===== config.mk =====
export PLATFORM = sky130hd
export DESIGN_NAME = addsub_result_fifo
export DESIGN_NICKNAME = d
export VERILOG_FILES = /design/src/rtl/addsub_pkg.sv /design/src/rtl/addsub_flag_gen.sv /design/src/rtl/addsub_result_fifo.sv
export SDC_FILE = /design/constraint.sdc
export NUM_CORES = 1
export LEC_CHECK = 0
export ABC_AREA = 1
export BUFFER_PORTS_ARGS = -buffer_cell sky130_fd_sc_hd__buf_2
export CAP_MARGIN = 25
export CORE_MARGIN = 2
export CORE_UTILIZATION = 50
export DETAILED_ROUTE_END_ITERATION = 12
export PLACE_DENSITY_LB_ADDON = 0.15
export SYNTH_ARGS = -nofsm -noshare
export SYNTH_HDL_FRONTEND = slang
export SYNTH_SLANG_ARGS = --single-unit

===== constraint.sdc =====
create_clock -name clk -period 6 [get_ports clk]
set_input_delay 1.2 -clock clk [delete_from_list [all_inputs] [get_ports clk]]
set_output_delay 1.2 -clock clk [all_outputs]
set_load 0.05 [all_outputs]

===== src/rtl/addsub_pkg.sv =====
// Shared types and constants for consumers of the 4-bit adder_subtractor.
package addsub_pkg;

    localparam logic MODE_ADD = 1'b0;
    localparam logic MODE_SUB = 1'b1;

    // Bit positions inside the {V,N,Z,C} flag nibble
    localparam logic [1:0] FLG_C = 2'd0;
    localparam logic [1:0] FLG_Z = 2'd1;
    localparam logic [1:0] FLG_N = 2'd2;
    localparam logic [1:0] FLG_V = 2'd3;

    typedef struct packed {
        logic [3:0] flags;
        logic [3:0] sum;
    } addsub_entry_t;

endpackage


===== src/rtl/addsub_flag_gen.sv =====
// Combinational ALU status flags for one adder_subtractor result.
module addsub_flag_gen
    import addsub_pkg::*;
(
    input  logic [3:0] a,
    input  logic [3:0] b,
    input  logic       mode,
    input  logic [3:0] sum,
    input  logic       cout,
    output logic [3:0] flags_c
);

    always_comb begin
        flags_c        = 4'd0;
        flags_c[FLG_C] = cout;
        flags_c[FLG_Z] = (sum == 4'd0);
        flags_c[FLG_N] = sum[3];
        // Subtract overflows when operand signs differ, add when they match
        if (mode == MODE_SUB) begin
            flags_c[FLG_V] = (a[3] != b[3]) && (sum[3] != a[3]);
        end else begin
            flags_c[FLG_V] = (a[3] == b[3]) && (sum[3] != a[3]);
        end
    end

endmodule


===== src/rtl/addsub_result_fifo.sv =====
// Buffers adder_subtractor results with derived flags; drains over valid/ready
// and keeps a saturating count of signed-overflow results.
module addsub_result_fifo
    import addsub_pkg::*;
#(
    parameter int unsigned DEPTH = 4,
    parameter int unsigned CNT_W = 8
) (
    input  logic                     clk,
    input  logic                     rst,
    input  logic                     in_valid,
    output logic                     in_ready,
    input  logic [3:0]               in_a,
    input  logic [3:0]               in_b,
    input  logic                     in_mode,
    input  logic [3:0]               in_sum,
    input  logic                     in_cout,
    output logic                     out_valid,
    input  logic                     out_ready,
    output logic [3:0]               out_sum,
    output logic [3:0]               out_flags,
    output logic [$clog2(DEPTH):0]   level,
    output logic [CNT_W-1:0]         ovf_count
);

    localparam int unsigned PTR_W = $clog2(DEPTH);
    localparam int unsigned LVL_W = PTR_W + 1;

    logic [3:0]        flags_c;
    addsub_entry_t     new_entry;
    addsub_entry_t     mem [DEPTH];
    addsub_entry_t     head;
    addsub_entry_t     head_n;
    logic [PTR_W-1:0]  wr_ptr;
    logic [PTR_W-1:0]  rd_ptr;
    logic [PTR_W-1:0]  wr_ptr_n;
    logic [PTR_W-1:0]  rd_ptr_n;
    logic [LVL_W-1:0]  level_n;
    logic              push;
    logic              pop;

    addsub_flag_gen u_flag_gen (
        .a       (in_a),
        .b       (in_b),
        .mode    (in_mode),
        .sum     (in_sum),
        .cout    (in_cout),
        .flags_c (flags_c)
    );

    // Next-state for pointers, occupancy and the registered head entry
    always_comb begin
        new_entry = '{flags: flags_c, sum: in_sum};
        push      = in_valid && in_ready;
        pop       = out_valid && out_ready;
        wr_ptr_n  = wr_ptr;
        rd_ptr_n  = rd_ptr;
        level_n   = level;
        head_n    = head;

        if (push) wr_ptr_n = wr_ptr + PTR_W'(1);
        if (pop)  rd_ptr_n = rd_ptr + PTR_W'(1);

        case ({push, pop})
            2'b10:   level_n = level + LVL_W'(1);
            2'b01:   level_n = level - LVL_W'(1);
            default: level_n = level;
        endcase

        // The new entry is the head only when it lands in the slot being exposed;
        // an empty FIFO keeps showing the last head.
        if (level_n != LVL_W'(0)) begin
            if (push && (wr_ptr == rd_ptr_n)) begin
                head_n = new_entry;
            end else begin
                head_n = mem[rd_ptr_n];
            end
        end
    end

    always_ff @(posedge clk) begin
        if (rst) begin
            wr_ptr    <= '0;
            rd_ptr    <= '0;
            level     <= '0;
            in_ready  <= 1'b1;
            out_valid <= 1'b0;
            head      <= '0;
            ovf_count <= '0;
        end else begin
            wr_ptr    <= wr_ptr_n;
            rd_ptr    <= rd_ptr_n;
            level     <= level_n;
            in_ready  <= (level_n != LVL_W'(DEPTH));
            out_valid <= (level_n != LVL_W'(0));
            head      <= head_n;
            if (push && flags_c[FLG_V] && (ovf_count != '1)) begin
                ovf_count <= ovf_count + CNT_W'(1);
            end
        end
    end

    // Storage array carries no reset; only pointer-covered slots are ever read
    always_ff @(posedge clk) begin
        if (push && !rst) begin
            mem[wr_ptr] <= new_entry;
        end
    end

    assign out_sum   = head.sum;
    assign out_flags = head.flags;

endmodule


* Word level (Yosys, flattened, before mapping)
Memories as Yosys holds them, arrays and structs flattened. A register that Yosys moved wholly into a read port is not among the register bits. Index checks and enable logic that the tools add are counted.
Cells by class: equal/unequal tests 7, reductions and logical operators 10, add/sub/neg operators 5, mux-type cells 5
Operators with widths (number):
- $add A8 B1 Y8 const B | 1
- $ne A8 B8 Y1 const B | 1
- $logic_and A1 B1 Y1 | 7
- $pmux W3 S2 | 1
- $add A2 B1 Y2 const B | 2
- $logic_not A4 Y1 | 1
- $add A3 B1 Y3 const B | 1
- $mux W1 | 3
- $ne A3 B3 Y1 const B | 1
- $reduce_bool A3 Y1 | 1
- $sub A3 B1 Y3 const B | 1
- $eq A2 B1 Y1 const B | 1
- $eq A2 B2 Y1 const B | 1
- $mux W2 | 1
- $ne A1 B1 Y1 | 2
- $eq A1 B1 Y1 | 1
- $logic_not A1 Y1 | 1
Storage, ports and cells: memories kept 1, bits of input ports 18, bits in registers 17, bits in writable memories 32, output and inout bits 21, word-level logic and storage cells 34
Memories:
- mem | depth 4, bits a word 8, read ports 1, clocked after Yosys merged registers in 1, write ports 1, line addsub_result_fifo.sv:31 | addsub_entry_t mem [DEPTH];

* Logic depth before layout (Yosys ltp)
Gate-level depths: netlist of run 1.
word-level depth 5, mapped depth 13, gate-level depth less buffers 13

* Hierarchy
From an unflattened synthesis of run 1, not the netlist that was laid out.
Unflattened totals: cells, all modules 307, area total of the unflattened synthesis 2730.1 um^2
Modules (own cells, without submodules):
- addsub_result_fifo | sequential area each 1461.4 um^2, times used 1, cells an instance 290, area each 2646.3 um^2
- addsub_flag_gen | sequential area each 0.0 um^2, times used 1, cells an instance 17, area each 83.8 um^2

* Least setup slack after synthesis of run 1
Ideal clock, no wire load.
kind input to register, start input port in_valid, end register, netlist name out_flags[2], data required time 5941 ps, arrival 2796 ps, setup slack 3144 ps, library setup time 59 ps, buffers on the path 0, stages 10, cell sequence nand2_1 -> ha_1 -> fa_1 -> nand2_2 -> nand2_1 -> nor2_2 -> nand3_1 -> nor2_1 -> nand2_1 -> nand2_1
On the way: longest elaborated chain between the ends 4, elaborated cells on any way between the ends 5, those cells by class eq/ne (2); mux (1); reduce/logical (2)
Ends and longest elaborated chain:
- start: declaration | line addsub_result_fifo.sv:11 | input logic in_valid,
- $logic_and A1 B1 Y1 * | line addsub_result_fifo.sv:54 | push = in_valid && in_ready;
- $eq A2 B1 Y1 or $eq A2 B2 Y1 (tied branches) | line addsub_result_fifo.sv:64 | case ({push, pop})
- $pmux W3 S2 * | line addsub_result_fifo.sv:64
- $reduce_bool A3 Y1 * | line addsub_result_fifo.sv:72 | if (level_n != LVL_W'(0)) begin
Mark *: on every way between the ends. The rest lies on a longest branch, timed or not. A chain may end at the register's enable or synchronous reset.

* Worst setup path after layout of run 1
start input port in_valid, end register, netlist name out_flags[3]
On the way: longest elaborated chain between the ends 4, elaborated cells on any way between the ends 5, those cells by class eq/ne (2); mux (1); reduce/logical (2)
Ends and longest elaborated chain (line):
- $logic_and A1 B1 Y1 * | addsub_result_fifo.sv:54
- $eq A2 B1 Y1 or $eq A2 B2 Y1 (tied branches) | addsub_result_fifo.sv:64
- $pmux W3 S2 * | addsub_result_fifo.sv:64
- $reduce_bool A3 Y1 * | addsub_result_fifo.sv:72
Marked as above.

==> results.toml, run 1 <==
[critical_path]
path_depth = 11
cp_top_family = "simple AND/OR/NAND/NOR gates"
crit_chain = "buf_2 -> nand2_1 -> ha_1 -> fa_1 -> nand2_2 -> nand2_1 -> nor2_2 -> nand3_1 -> nor2_1 -> nand2_1 -> nand2_1"
crit_path_max_incr_delay_ns = 0.44
startpoint_type = "primary input"
r2r-start = "in_ready"
crit_type = "primary input to flip-flop"
crit_required_ns = 6.25
crit_path_frequent_cell = "nand2_1"
crit_slowest_cell = "fa_1"
cp_max_fo = 8
rrSetupSlack_ns = 3.75
worst-path-buf-inv = 1
arrival_ns = 3.13
crit_path_end = "out_flags[3]"
end_kind = "flip-flop"
cp-startpoint = "in_valid"
r2r-end = "out_flags[3]"
rr_worst_depth = 10

[synthesis]
seq_area_frac_synth_pct = 52.9
ys_ff_latch = 52
synth_top_area_share_pct = 33.7
synth_edf_count = 28
netlist_instances = 277
yosysTopAreaCell = "edfxtp_1"
synth_nets = 302
syn_area_per_cell_um2 = 9.02
synth_flop_cell = "edfxtp_1"
synth_area_um2 = 2500
synth_warnings = 0
async_reset_ff_share_pct = 0
yosys-top-cells-area = "edfxtp_1 34%, dfxtp_1 19%, nand2_1 11%"
synth_cell_types = 26

[global_routing]
grt_start_max_net_pins = 19
grt_overflow = 0
grt_pass1_wl_mm = 7.82
grtUsageTotal_pct = 19.0
grt_pass1_vias = 1710
antenna_found_initial = 0

[cts]
cts_buffers = 5
cts-root-buf = "clkbuf_8"
cts.htree.levels = 2
cts_buffer_depth = 2
cts_resized = 0
post_cts_buffers = 0
postCtsHoldBufs = 0
clkLatencyLatePin_ns = 0.31
cts_tree = "done"
clkTransAtPathRegs_ns = 0.09
clkSinkCount = 52

[floorplanning]
start_util_pct = 52.2
num_rows = 25
ios = 39
core_um2 = 4790
dieArea_um2 = 5580
dieHeight_um = 74.7
die_w_um = 74.7

[finish]
drive_above_1_share_pct = 20.2
nFillCells = 437
antenna_cells = 0
syn_to_final_growth_pct = 12.1
nNetsFinal = 336
regArea_um2 = 1320
multi_input_area_um2 = 1020
design_area_um2 = 2800

[placement]
io_buffers = 32
dpl_cell_area_um2 = 2710
dp_hpwl_mm = 3.45
routabilityCongestion = 0.835
dp_slack_ns = 2.78

[sta]
tightest_slew_ns = 0.797
holdWs_ns = 0.460
hold_viol_final = 0
slew_violations = 0
fin_skew_ns = 0.0123
rsz0062_at_grt = "false"
fin_crit_sh_pct = 48.0
timing.fmax_mhz = 347
setup_violations = 0
max_slew_margin_pct = 46.6
setup_ws_ns = 3.12
finalCriticalPeriod_ns = 2.88
final.setup.tns_ns = 0

[detailed_routing]
drtPass1Iterations = 4
drc = 0
drt_iter0_drc = 78
vias = 1864
totalWireLength_mm = 4.77
ant_nets = 0
viasPerCell = 4.92
wire_per_inst_um = 12.6

[power]
leakage_nw = 1.25
ir_drop_v = 0.000252
p_per_area_nw_per_um2 = 372

[worst_hold_path]
hold_depth = 2
hold_class = "flip-flop to flip-flop"

[job]
cap_violations = 0

[run_status]
status = "finished clean"
==> Yosys cell counts, types with 3 or more instances <==
master,count
nand2_1,75
nand3_1,47
edfxtp_1,28
inv_1,26
dfxtp_1,24
nor2_1,16
a21oi_1,10
ha_1,6
inv_2,6
nand2_4,6
xnor2_1,6
nand2_2,4
nand4_1,3
o21ai_0,3
xor2_1,3
==> per-layer routing <==
metal | up-vias | global-route usage, % | routed length (um) | share of wire [%]
li1 | 970 | - | - | -
met1 | 841 | 24.5 | 2200 | 46
met2 | 46 | 30.4 | 2210 | 46
met3 | 7 | 5.09 | 274 | 5.7
met4 | 0 | 8.13 | 86 | 1.8
met5 | - | 0 | 0 | 0
==> state kept, by name (all words and copies together) (netlist names) <==
signal and count:
in_ready 1, level 3, mem 28, out_flags 4, out_sum 3, out_valid 1, ovf_count 8, rd_ptr 2
wr_ptr 2
==> placed cells by master (no fill, tap or decap), types with 2 or more instances in the layout <==
master	instances
nand4_1	3
nand3_1	47
a21oi_1	10
nor2_2	2
clkbuf_8	5
xnor2_1	6
dfxtp_1	24
inv_1	26
nand2_4	6
inv_2	6
nor2_1	16
nand2_1	75
ha_1	6
nand3_4	2
xor2_1	3
buf_2	32
nand2_2	4
o21ai_0	3
edfxtp_1	28
inv_6	2
==> how the worst min path moves through the flow <==
stage / to / start / slack [ns]
finish: out_flags[0] / out_flags[0] / 0.46
global route: out_flags[0] / out_flags[0] / 0.48
CTS: out_flags[0] / out_flags[0] / 0.46
detailed placement: out_flags[0] / out_flags[0] / 0.44
global placement: out_flags[1] / out_flags[1] / 0.43
floorplan: wr_ptr[1] / wr_ptr[1] / 0.54
==> through the flow <==
stage,power [mW],utilization [%],cells
after floorplan,0.767,-,277
after global placement,0.841,56.6,371
after detailed placement,0.848,56.6,371
after CTS,1.05,58.5,379
after global routing,1.11,58.5,379
final,1.04,58.5,379
==> cell families after synthesis <==
kind of cell             share of synthesized area, %
AO/OA/AOI/OAI                                    2.80
XOR/XNOR                                         3.15
adder cells (fa/ha/maj)                          3.81
buffers and inverters                            6.21
flip-flops                                       52.9
AND/OR/NAND/NOR                                  31.1
==> tightest hold or removal path: stages (launching register included) <==
cell     delay (ns)
dfxtp_1        0.32
nand2_1        0.06
nand2_1        0.05
==> power by group <==
part	switching [mW]	internal, mW
clock	0.120	0.0855
combinational	0.289	0.103
sequential	0.0269	0.416
total	0.436	0.604
==> layout make-up <==
class                           count  share of cell area (%)
Sequential cell                    52                    47.2
Multi-Input combinational cell    188                    36.5
Timing Repair Buffer               32                    5.72
Clock buffer                        5                    2.46
Inverter                           32                    4.29
Clock inverter                      3                   0.849
Tap cell                           67                    2.99
No activity file was read; power rests on OpenSTA's default activity.
==> run 2: changes to the inputs <==
Clock period 6 ns to 2.4 ns, I/O delays scaled along.
==> run 2 against run 1 <==
- register-to-register slack got worse by 3.4 ns
- final area rose by 2.0%
- non-clock buffer count rose by 8
- largest cell class unchanged
==> results.toml, run 2 (synthesized netlist as in run 1, its figures left out) <==
[cts]
cts-root-buf = "clkbuf_8"
post_cts_buffers = 0
cts_tree = "done"
postCtsHoldBufs = 0
cts_resized = 0
clkTransAtPathRegs_ns = 0.10
cts_buffers = 5
cts_buffer_depth = 2
clkSinkCount = 52
clkLatencyLatePin_ns = 0.31
cts.htree.levels = 2

[power]
finalPower_mw = 2.62
p_sw_mw = 1.10
p_per_area_nw_per_um2 = 917
power_frac_clock_pct = 19.4
swShare_pct = 41.8
seqPwrFrac_pct = 42.2
leakage_nw = 1.28
ir_drop_v = 0.000746
internal_power_mw = 1.52
pwr-share-comb_pct = 38.4

[job]
cap_violations = 0

[finish]
max_flop_register = "mem"
final_common_cell = "nand2_1"
antenna_cells = 0
mostFrequentLayoutCells = "75 x nand2_1, 47 x nand3_1, 32 x buf_2"
fin_cells = 387
drive_above_1_share_pct = 21.9
syn_to_final_growth_pct = 14.3
largest_register_ffs = 28
design_area_um2 = 2860
nNetsFinal = 344

[floorplanning]
die_w_um = 74.7
core_um2 = 4790
num_rows = 25
dieArea_um2 = 5580
dieHeight_um = 74.7
start_util_pct = 52.2
ios = 39

[sta]
rsz0062_at_grt = "false"
setup_violations = 0
hold_viol_final = 0
fin_crit_sh_pct = 84.8
holdWs_ns = 0.392
slew_violations = 0
finalCriticalPeriod_ns = 2.04
fin_skew_ns = 0.00640
max_slew_margin_pct = 80.7
final.setup.tns_ns = 0
timing.fmax_mhz = 491
tightest_slew_ns = 0.289

[placement]
routabilityCongestion = 0.812
dp_hpwl_mm = 3.53
io_buffers = 32
dp.cells = 379
dpl_cell_area_um2 = 2770

[detailed_routing]
drc = 0
totalWireLength_mm = 4.92
ant_nets = 0
wire_per_inst_um = 12.7
vias = 1876
viasPerCell = 4.85
drtPass1Iterations = 4
drt_iter0_drc = 91

[critical_path]
cp_max_fo = 7
crit_type = "flip-flop to flip-flop"
arrival_ns = 2.30
crit_required_ns = 2.66
end_kind = "flip-flop"
startpoint_type = "flip-flop"

[global_routing]
grtUsageTotal_pct = 19.1
antenna_found_initial = 0
grt_pass1_vias = 1696
grt_overflow = 0
grt_start_max_net_pins = 18
grt_pass1_wl_mm = 7.85

[run_status]
status = "finished clean"

[worst_hold_path]
hold_class = "primary input to flip-flop"
-- run 2: cell count changes in the layout (fill, tap and decap cells not counted), sizes merged --
cell      previous run  this run
clkinv               0         1
inv                 35        32
clkbuf               5         6
clkinvlp             0         1
buf                 32        40
-- run 2: path summary, 6_finish.rpt --
path	startpoint	end	slack [ns]	depth (start not counted)
min reg2reg	out_flags[3]	out_flags[3]	0.45	2
max reg2reg	out_valid	out_flags[2]	0.36	12
min	in_sum[3]	mem[3][6]	0.39	1
max	out_valid	out_flags[2]	0.36	12
-- run 2: final cells by class --
type | count | area (um2)
repair buffers | 40 | 220
inverters | 32 | 120
clock buffers | 6 | 72.6
fillers | 432 | 1930
well taps | 67 | 83.8
multi-input cells | 188 | 1020
flip-flops and latches | 52 | 1320
clock inverters | 2 | 16.3
-- run 2: per-stage QoR --
step                worst slack [ns]  utilization (%)
CTS                            0.348             59.7
global placement               0.188             57.8
floorplan                    0.00574                -
global route                   0.189             59.7
detailed placement             0.169             57.8
finish                         0.364             59.7
-- run 2: worst max-delay path, cell delays in order (launching register included) --
cell and delay [ns]:
dfxtp_1 0.44, nand2_2 0.11, inv_1 0.08, ha_1 0.20
fa_1 0.43, nand2_2 0.09, nand2_1 0.06, nor2_2 0.13
nand3_1 0.10, nor2_1 0.09, buf_4 0.15, nand2_1 0.06
nand2_1 0.06
-- run 2: routing by layer --
layer | share of wire [%] | up-vias | global-route usage, %
li1 | - | 984 | -
met1 | 48 | 845 | 24.9
met2 | 45 | 39 | 30.1
met3 | 5.7 | 8 | 5.49
met4 | 1.3 | 0 | 8.13
met5 | 0 | - | 0
-- run 2: power groups by stage --
stage                     Sequential [mW]  Combinational [mW]  Clock (mW)
after detailed placement             1.13                1.01           0
after floorplan                      1.36               0.555           0
after global routing                 1.12                1.10       0.541
after global placement               1.12               0.999           0
final                                1.11                1.01       0.507
after CTS                            1.11                1.02       0.512
